===== src/rtl/calc_isa_pkg.sv =====
// rtl/calc_isa_pkg.sv - RV32I op map, opcode/funct constants and field encoder
package calc_isa_pkg;

    typedef enum logic [3:0] {
        OP_ADDI = 4'd0,
        OP_SLTI = 4'd1,
        OP_XORI = 4'd2,
        OP_ORI  = 4'd3,
        OP_ANDI = 4'd4,
        OP_ADD  = 4'd5,
        OP_SUB  = 4'd6,
        OP_SLT  = 4'd7,
        OP_XOR  = 4'd8,
        OP_OR   = 4'd9,
        OP_AND  = 4'd10,
        OP_LUI  = 4'd11
    } calc_op_e;

    localparam logic [6:0] OPC_IMM = 7'h13;
    localparam logic [6:0] OPC_REG = 7'h33;
    localparam logic [6:0] OPC_LUI = 7'h37;

    localparam logic [2:0] F3_ADD = 3'b000;
    localparam logic [2:0] F3_SLT = 3'b010;
    localparam logic [2:0] F3_XOR = 3'b100;
    localparam logic [2:0] F3_OR  = 3'b110;
    localparam logic [2:0] F3_AND = 3'b111;

    localparam logic [6:0] F7_BASE = 7'h00;
    localparam logic [6:0] F7_SUB  = 7'h20;

    typedef struct packed {
        logic        legal;
        logic [31:0] word;
    } enc_t;

    function automatic logic is_itype(input logic [3:0] op);
        return op <= 4'd4;
    endfunction

    // Unlisted ops (12..15) come back with legal = 0 and a zero word.
    function automatic enc_t encode(input logic [3:0]  op,
                                    input logic [4:0]  rd,
                                    input logic [4:0]  rs1,
                                    input logic [4:0]  rs2,
                                    input logic [19:0] imm);
        enc_t r;
        r.legal = 1'b1;
        r.word  = '0;
        case (calc_op_e'(op))
            OP_ADDI: r.word = {imm[11:0], rs1, F3_ADD, rd, OPC_IMM};
            OP_SLTI: r.word = {imm[11:0], rs1, F3_SLT, rd, OPC_IMM};
            OP_XORI: r.word = {imm[11:0], rs1, F3_XOR, rd, OPC_IMM};
            OP_ORI:  r.word = {imm[11:0], rs1, F3_OR,  rd, OPC_IMM};
            OP_ANDI: r.word = {imm[11:0], rs1, F3_AND, rd, OPC_IMM};
            OP_ADD:  r.word = {F7_BASE, rs2, rs1, F3_ADD, rd, OPC_REG};
            OP_SUB:  r.word = {F7_SUB,  rs2, rs1, F3_ADD, rd, OPC_REG};
            OP_SLT:  r.word = {F7_BASE, rs2, rs1, F3_SLT, rd, OPC_REG};
            OP_XOR:  r.word = {F7_BASE, rs2, rs1, F3_XOR, rd, OPC_REG};
            OP_OR:   r.word = {F7_BASE, rs2, rs1, F3_OR,  rd, OPC_REG};
            OP_AND:  r.word = {F7_BASE, rs2, rs1, F3_AND, rd, OPC_REG};
            OP_LUI:  r.word = {imm, rd, OPC_LUI};
            default: r.legal = 1'b0;
        endcase
        return r;
    endfunction

endpackage


===== src/rtl/calc_instr_fifo.sv =====
// rtl/calc_instr_fifo.sv - synchronous FIFO holding encoded instruction words
module calc_instr_fifo #(
    parameter int DEPTH = 8,
    parameter int WIDTH = 32,
    localparam int PW = $clog2(DEPTH),
    localparam int LW = $clog2(DEPTH) + 1
) (
    input  logic             clock,
    input  logic             reset,
    input  logic             push,
    input  logic [WIDTH-1:0] wdata,
    input  logic             pop,
    output logic [WIDTH-1:0] rdata,
    output logic             full,
    output logic             empty,
    output logic [LW-1:0]    level
);

    logic [WIDTH-1:0] mem [DEPTH];
    logic [PW-1:0]    wr_ptr;
    logic [PW-1:0]    rd_ptr;
    logic [LW-1:0]    count;
    logic             do_push;
    logic             do_pop;

    // Push is gated on full alone, so a pop in the same cycle never frees a slot early.
    assign do_push = push && !full;
    assign do_pop  = pop && !empty;

    assign full  = (count == LW'(DEPTH));
    assign empty = (count == '0);
    assign level = count;
    assign rdata = mem[rd_ptr];

    always_ff @(posedge clock) begin
        if (do_push) begin
            mem[wr_ptr] <= wdata;
        end
    end

    always_ff @(posedge clock) begin
        if (reset) begin
            wr_ptr <= '0;
            rd_ptr <= '0;
            count  <= '0;
        end else begin
            if (do_push) begin
                wr_ptr <= wr_ptr + PW'(1);
            end
            if (do_pop) begin
                rd_ptr <= rd_ptr + PW'(1);
            end
            case ({do_push, do_pop})
                2'b10:   count <= count + LW'(1);
                2'b01:   count <= count - LW'(1);
                default: count <= count;
            endcase
        end
    end

endmodule


===== src/rtl/calc_instr_encoder.sv =====
// rtl/calc_instr_encoder.sv - field-to-RV32I encoder with output FIFO; CALC_ENC_RANGE_CHECK_EN enables I-type immediate range check
module calc_instr_encoder
    import calc_isa_pkg::*;
#(
    parameter int DEPTH  = 8,
    parameter int ADDR_W = 5,
    localparam int LW = $clog2(DEPTH) + 1
) (
    input  logic              clock,
    input  logic              reset,
    input  logic              in_valid,
    output logic              in_ready,
    input  logic [3:0]        in_op,
    input  logic [4:0]        in_rd,
    input  logic [4:0]        in_rs1,
    input  logic [4:0]        in_rs2,
    input  logic [19:0]       in_imm,
    output logic              out_valid,
    input  logic              out_ready,
    output logic [31:0]       out_instr,
    output logic [ADDR_W-1:0] out_addr,
    output logic [LW-1:0]     level,
    output logic              err
);

    enc_t enc;
    logic range_ok;
    logic accept;
    logic push;
    logic pop;
    logic full;
    logic empty;

    assign enc = encode(in_op, in_rd, in_rs1, in_rs2, in_imm);

`ifdef CALC_ENC_RANGE_CHECK_EN
    // I-type immediates must be the sign extension of a 12-bit value.
    assign range_ok = !is_itype(in_op) || (in_imm[19:11] == {9{in_imm[11]}});
`else
    assign range_ok = 1'b1;
`endif

    assign in_ready  = !full;
    assign out_valid = !empty;
    assign accept    = in_valid && in_ready;
    assign push      = accept && enc.legal && range_ok;
    assign pop       = out_valid && out_ready;

    calc_instr_fifo #(
        .DEPTH(DEPTH),
        .WIDTH(32)
    ) u_fifo (
        .clock(clock),
        .reset(reset),
        .push (push),
        .wdata(enc.word),
        .pop  (pop),
        .rdata(out_instr),
        .full (full),
        .empty(empty),
        .level(level)
    );

    always_ff @(posedge clock) begin
        if (reset) begin
            err      <= 1'b0;
            out_addr <= '0;
        end else begin
            if (accept && !(enc.legal && range_ok)) begin
                err <= 1'b1;
            end
            if (pop) begin
                out_addr <= out_addr + ADDR_W'(1);
            end
        end
    end

endmodule

===== config.mk =====
export PLATFORM = sky130hd
export DESIGN_NAME = calc_instr_encoder
export DESIGN_NICKNAME = d
export VERILOG_FILES = /design/src/rtl/calc_isa_pkg.sv /design/src/rtl/calc_instr_fifo.sv /design/src/rtl/calc_instr_encoder.sv
export SDC_FILE = /design/constraint.sdc
export NUM_CORES = 1
export LEC_CHECK = 0
export ABC_AREA = 1
export BUFFER_PORTS_ARGS = -buffer_cell sky130_fd_sc_hd__buf_4
export CAP_MARGIN = 5
export CORE_ASPECT_RATIO = 0.8
export CORE_UTILIZATION = 30
export CTS_BUF_LIST = sky130_fd_sc_hd__clkbuf_8
export CTS_CLUSTER_DIAMETER = 200
export CTS_CLUSTER_SIZE = 30
export DETAILED_ROUTE_END_ITERATION = 8
export MAX_ROUTING_LAYER = met4
export SLEW_MARGIN = 20
export SYNTH_ARGS = -nofsm -noshare
export SYNTH_HDL_FRONTEND = slang
export SYNTH_SLANG_ARGS = --single-unit

===== constraint.sdc =====
create_clock -name clock -period 7.5 [get_ports clock]
set_input_delay 1.5 -clock clock [delete_from_list [all_inputs] [get_ports clock]]
set_output_delay 1.5 -clock clock [all_outputs]
set_load 0.01 [all_outputs]

-- Yosys cells after proc, flatten, opt, wreduce, memory -nomap -nowiden
Memories as Yosys holds them, arrays and structs flattened. A register that Yosys moved wholly into a read port is not among the register bits.
Cells that the tools add are included.
- register bits after elaboration: 16
- bits in writable memories: 256
- input bits: 43
- output and inout port bits: 44
- word-level logic and storage cells: 45
- memories: 1
- memories (memory ; depth ; bits a word ; read ports ; clocked after memory_dff ; wr ports ; RTL line ; RTL):
    u_fifo.mem ; 8 ; 32 ; 1 ; 1 ; 1 ; calc_instr_fifo.sv:19 ; logic [WIDTH-1:0] mem [DEPTH];
- add/sub/neg operators: 5
- eq/ne operators: 14
- mux-type cells: 7
- reduce and logical (&&, ||, !) cells: 13
- operators by type and width (kind ; count):
    one-hot mux 32 bit (12 select lines) ; 1
    == test 4 bit (second input constant) ; 5
    == test 4 x 3 -> 1 bit (second input constant) ; 4
    OR reduction 12 bit ; 1
    == test 4 x 2 -> 1 bit (second input constant) ; 2
    zero test 4 bit ; 2
    one-hot mux 4 bit (2 select lines) ; 1
    adder 3 x 1 -> 3 bit (second input constant) ; 2
    logical AND 1 bit ; 6
    two-way mux 3 bit ; 2
    adder 5 x 1 -> 5 bit (second input constant) ; 1
    adder 4 x 1 -> 4 bit (second input constant) ; 1
    == test 4 x 1 -> 1 bit (second input constant) ; 1
    subtractor 4 x 1 -> 4 bit (second input constant) ; 1
    zero test 1 bit ; 3
    two-way mux 1 bit ; 3
    == test 2 x 1 -> 1 bit (second input constant) ; 1
    == test 2 bit (second input constant) ; 1
    nonzero test 2 bit ; 1

-- Longest topological paths before layout
- word-level depth: 7
- mapped depth: 14
- depth with buffers taken out: 14

-- Modules after synthesis
From an unflattened synthesis, not the netlist that was laid out.
- cell total of the unflattened synthesis: 957
- area, all modules: 11365.9 um^2
- modules (own cells, without submodules) (module ; times used ; cells an instance ; area an instance (um^2) ; sequential area each (um^2)):
    calc_instr_fifo ; 1 ; 816 ; 10644.0 ; 7947.6
    calc_instr_encoder ; 1 ; 141 ; 721.9 ; 120.1

-- Least setup slack after synthesis
No wires, ideal clock.
- path kind: input port to flip-flop
- start point: input in_op[2]
- end point: memory u_fifo.mem[0][10] (enable)
- setup time: 0.413 ns
- arrival: 3.238 ns
- required time: 7.087 ns
- setup slack: 3.849 ns
- cell stages on the path: 5
- buffers on the path: 0
- cells stage by stage: nand2_1 > nand3_2 > inv_1 > nand2_1 > nor2_1
- cells in the longest elaborated chain, start to end: 7
- elaborated cells on any way between the ends: 18
- classes of those cells: 11 x eq/ne; 3 x mux; 4 x reduce/logical
- ends and longest elaborated chain (element ; RTL line ; RTL):
    start: declaration ; calc_instr_encoder.sv:13 ; input logic [3:0] in_op,
    == test 4 bit (tied with other cells) ; calc_isa_pkg.sv:50 ; case (calc_op_e'(op))
    OR reduction 12 bit (no source line) (*) ; -- ;
    two-way mux 1 bit (*) ; calc_isa_pkg.sv:50 ;
    logical AND 1 bit (*) ; calc_instr_encoder.sv:46 ; assign push = accept && enc.legal && range_ok;
    logical AND 1 bit (*) ; calc_instr_fifo.sv:27 ; assign do_push = push && !full;
    two-way mux 1 bit (*) ; calc_instr_fifo.sv:36 ; if (do_push) begin
    two-way mux 1 bit (not written as such) (*) ; calc_instr_fifo.sv:37 ; mem[wr_ptr] <= wdata;
    end: declaration ; calc_instr_fifo.sv:19 ;
Every way passes the cells marked *; elsewhere a longest branch is shown, timed or not.

==> results by stage <==
Outcome:
- The flow ran to the end, and the final reports show no timing, DRC or antenna violations.

Worst hold path:
- In this run the most critical hold path is launched from err.
- The worst hold path terminates at err.
- The number of cells on the worst hold path is 2.
- The class of the most critical hold timing path is flip-flop to flip-flop.

Floorplanning:
- The die is 166 um tall.
- The initialized floorplan defines 59 standard-cell rows.
- The initial cell density of the core is 0.308.
- Pin placement for this block handled 87 I/O pins.
- From left edge to right edge, the die measures 207 um.
- The total area inside the core boundary comes to 32,900 um2.
- The die outline area is 34,400 um2.

Timing:
- The final critical-path required period is 4.22 ns.
- Timing would allow up to 237 MHz.
- The final setup skew is 0.0574 ns.
- Setup repair after global routing left no endpoint under its margin.
- Setup violations remaining at the end of the flow were counted as 0.
- The normalized max-slew margin is 0.285.
- The share of the clock period used by the worst path after layout is 0.562.
- The post-route worst setup slack is 3.28 ns.
- The worst-margin pin slew is 1.06 ns.
- The final-layout setup total negative slack is 0 ns.
- The final-report hold violation count was 0.
- On the final layout, the worst hold slack is 0.472 ns.
- The final number of max-transition violations was 0.

Clock tree:
- The clock transition at the registers of the reported paths is 0.17 ns.
- The post-CTS repair timing setup buffer count is 0.
- Clock tree synthesis inserted a total of 12 buffers.
- The CTS root buffer is clkbuf_8.
- The clock tree from TritonCTS is done.
- After clock tree synthesis, the flow added hold-fix buffers numbering 0.
- The number of buffers on the longest clock path is 3.
- The tree built by TritonCTS fans out to 243 sinks.
- The source-to-sink clock delay at the later pin of the worst-skew pair is 0.52 ns.
- The level count of the clock H-tree is 1.
- The number of cells upsized or downsized after cts is 0.

Place:
- The number of placed instances, taps included is 1,332.
- The congestion estimate from routability-driven global placement came to 0.840.
- The post-placement worst setup slack is 3.67 ns.
- Input and output buffers added on the ports amount to 84.
- Detailed placement finished with a half-perimeter wire length of 13,400 um.
- The placed instances occupy a cell area of 11,100 um2.

Setup path:
- STA classifies the critical path endpoint as a primary output.
- STA classifies the critical path startpoint as a flip-flop.
- The maximum fanout along the worst path is 85.
- The arrival time reported for the critical path endpoint is 2.72 ns.
- The startpoint of the worst-slack reg-to-reg timing path is u_fifo.level[0].
- The endpoint identified for the worst register-to-register timing path is u_fifo.mem[6][9].
- The count of cells along the worst register-to-register path is 6.
- STA puts the critical path data required time at 6.00 ns.
- The slack of the worst reg-to-reg path is 5.02 ns.
- The start-to-end type of the worst setup path is flip-flop to primary output.

Drt:
- The number of antenna-violating nets in the routed design is 0.
- The detailed router finished its first iteration with 512 violations.
- Dividing the detail-routed via count by the number of cells gives 4.79.
- The residual DRC count is 0.
- The total via count in the routed design is 6,465.
- The first-pass detailed-route iteration total is 5.
- The routed metal-1 wirelength is 11,100 um.
- Signal routing reaches up to met4.
- After detailed routing, the met3 layer carries 1020 um of wire.
- The routed wire length per instance is 17.5 um.
- For this block, the routed nets add up to 23,700 um of wire.
- The sum of met2 wire segment lengths after detailed routing is 11,100 um.

Global route:
- The global router's overall resource usage is 0.139.
- The total global routing overflow is 0.
- Entering global routing, the biggest net connects 113 pins.
- The first global-routing pass estimated 36,100 um of wire.
- The number of global-route vias before repair came to 6,191.
- The initial antenna violation count is 0.

Finish:
- For this run, the share of the core covered by cells in the final layout is 0.345.
- In the final layout, the multi-input gates occupy 2550 um2.
- The count of filler cells inserted in the layout is 3,200.
- The finished cells cover 11,300 um2.
- The count of non-filler cells in the finished layout is 1,350.
- The number of antenna diodes in the final layout is 0.
- The sequential cell area in the final layout is 7110 um2.
- In the final layout, the share of cells above drive strength 1 is 0.138.
- For this run, the post-layout net count is 969.
- From synthesis to final layout, the design area changed by 12.3%.

Yosys:
- By area the synthesized netlist is led by edfxtp_1 67%, nor2_1 5.2%, o21ai_0 5.0%, nand2_1 4.9%, dfxtp_1 3.8%.
- The share of synthesized area in the top cell type comes to 0.666.
- The post-synthesis average cell area is 11.8 um2.
- The post-synthesis register bit count is 243.
- Counting every instance in the synthesized netlist gives 853.
- The top flip-flop cell by instance count after synthesis is edfxtp_1.
- The total number of yosys warnings is 0.
- The number of unique standard cell types used by synthesis is 33.
- The share of synthesized registers carrying an async set or reset is 0.
- The most frequently used cell type in the post-synthesis netlist is edfxtp_1.
- After synthesis, the most frequently instantiated cells are 224 x edfxtp_1, 140 x nor2_1, 132 x nand2_1, 101 x o21ai_0, 47 x inv_1.
- In this run, synthesis inferred 224 flip-flops with an integrated enable.
- Summing every instance area after synthesis gives 10,100 um2.
- The cell type with the highest aggregate area in the netlist is edfxtp_1.
- The proportion of synthesized chip area in sequential cells is 0.703.

Power:
- The post-layout total power is 3.14 mW.
- The power per cell area is 277 nW/um2.
- The cell leakage power is 4.05 nW.
- The highest ir drop seen on vdd is 0.000119 V.

Flow run:
- The max-cap violation count is 0.
[area by class of cell]
type,count,area share
repair buffers,96,0.0653
clock buffers,13,0.0158
clock inverters,4,0.00364
multi-input cells,517,0.225
well taps,427,0.0471
inverters,50,0.0166
flip-flops and latches,243,0.627
[state kept, by name, summed over array words and instances (netlist names), named ones only]
name,count
err,1
out_addr,5
u_fifo.rd_ptr,3
u_fifo.mem,224
u_fifo.wr_ptr,3
u_fifo.level,4
[worst max-delay path, stage by stage, from the launching register on]
cell and delay, ns:
dfxtp_4 0.57, buf_4 0.83, nor2_1 0.11, nor2_1 0.11, o21ai_0 0.10, o21ai_1 0.11
nand2_1 0.06, nand2_1 0.15, buf_4 0.14
[layer usage]
metal  vias to the layer above  global-route usage
li1                       3116                   -
met4                         0              0.0331
met2                       182               0.221
met1                      3134               0.191
met3                        33              0.0172
met5                         -                   -
[kinds of logic (layout without fill, tap and decap cells)]
logic type	Yosys count	count (layout)	share of synthesized area
adder cells (fa/ha/maj)	6	6	0.00743
other	1	2	0.000371
multiplexers	28	28	0.0277
XOR/XNOR	5	5	0.00433
AO/OA/AOI/OAI	185	185	0.0978
buffers and inverters	94	163	0.0475
flip-flops	243	243	0.703
AND/OR/NAND/NOR	291	291	0.111
[power breakdown]
part | leakage [nW] | internal, mW | switching (mW)
Clock | 0.121 | 0.169 | 0.392
Sequential | 2.21 | 1.57 | 0.0677
Combinational | 1.72 | 0.365 | 0.582
Total | 4.05 | 2.10 | 1.04
[layout by cell type, fill, tap and decap left out, drive strengths merged, types with 3 or more instances in the layout]
cell type and count:
edfxtp 224, nor2 141, nand2 134, o21ai 132, buf 96, inv 52
o22ai 32, mux2i 28, dfxtp 19, a21oi 14, nand3 14, clkbuf 13
ha 6, xnor2 3
[worst max-delay path by stage]
stage / start / to / slack, ns / cells past startpoint
global placement: in_op[2] / u_fifo.mem[6][23] / 3.72 / 6
floorplan: in_op[2] / u_fifo.mem[0][10] / 3.85 / 5
finish: flip-flop / out_instr[26] / 3.28 / 8
global route: flip-flop / out_instr[21] / 3.02 / 6
CTS: flip-flop / out_instr[4] / 3.22 / 6
detailed placement: in_op[2] / u_fifo.mem[6][23] / 3.67 / 6
Power figures use the tool's default switching activity.
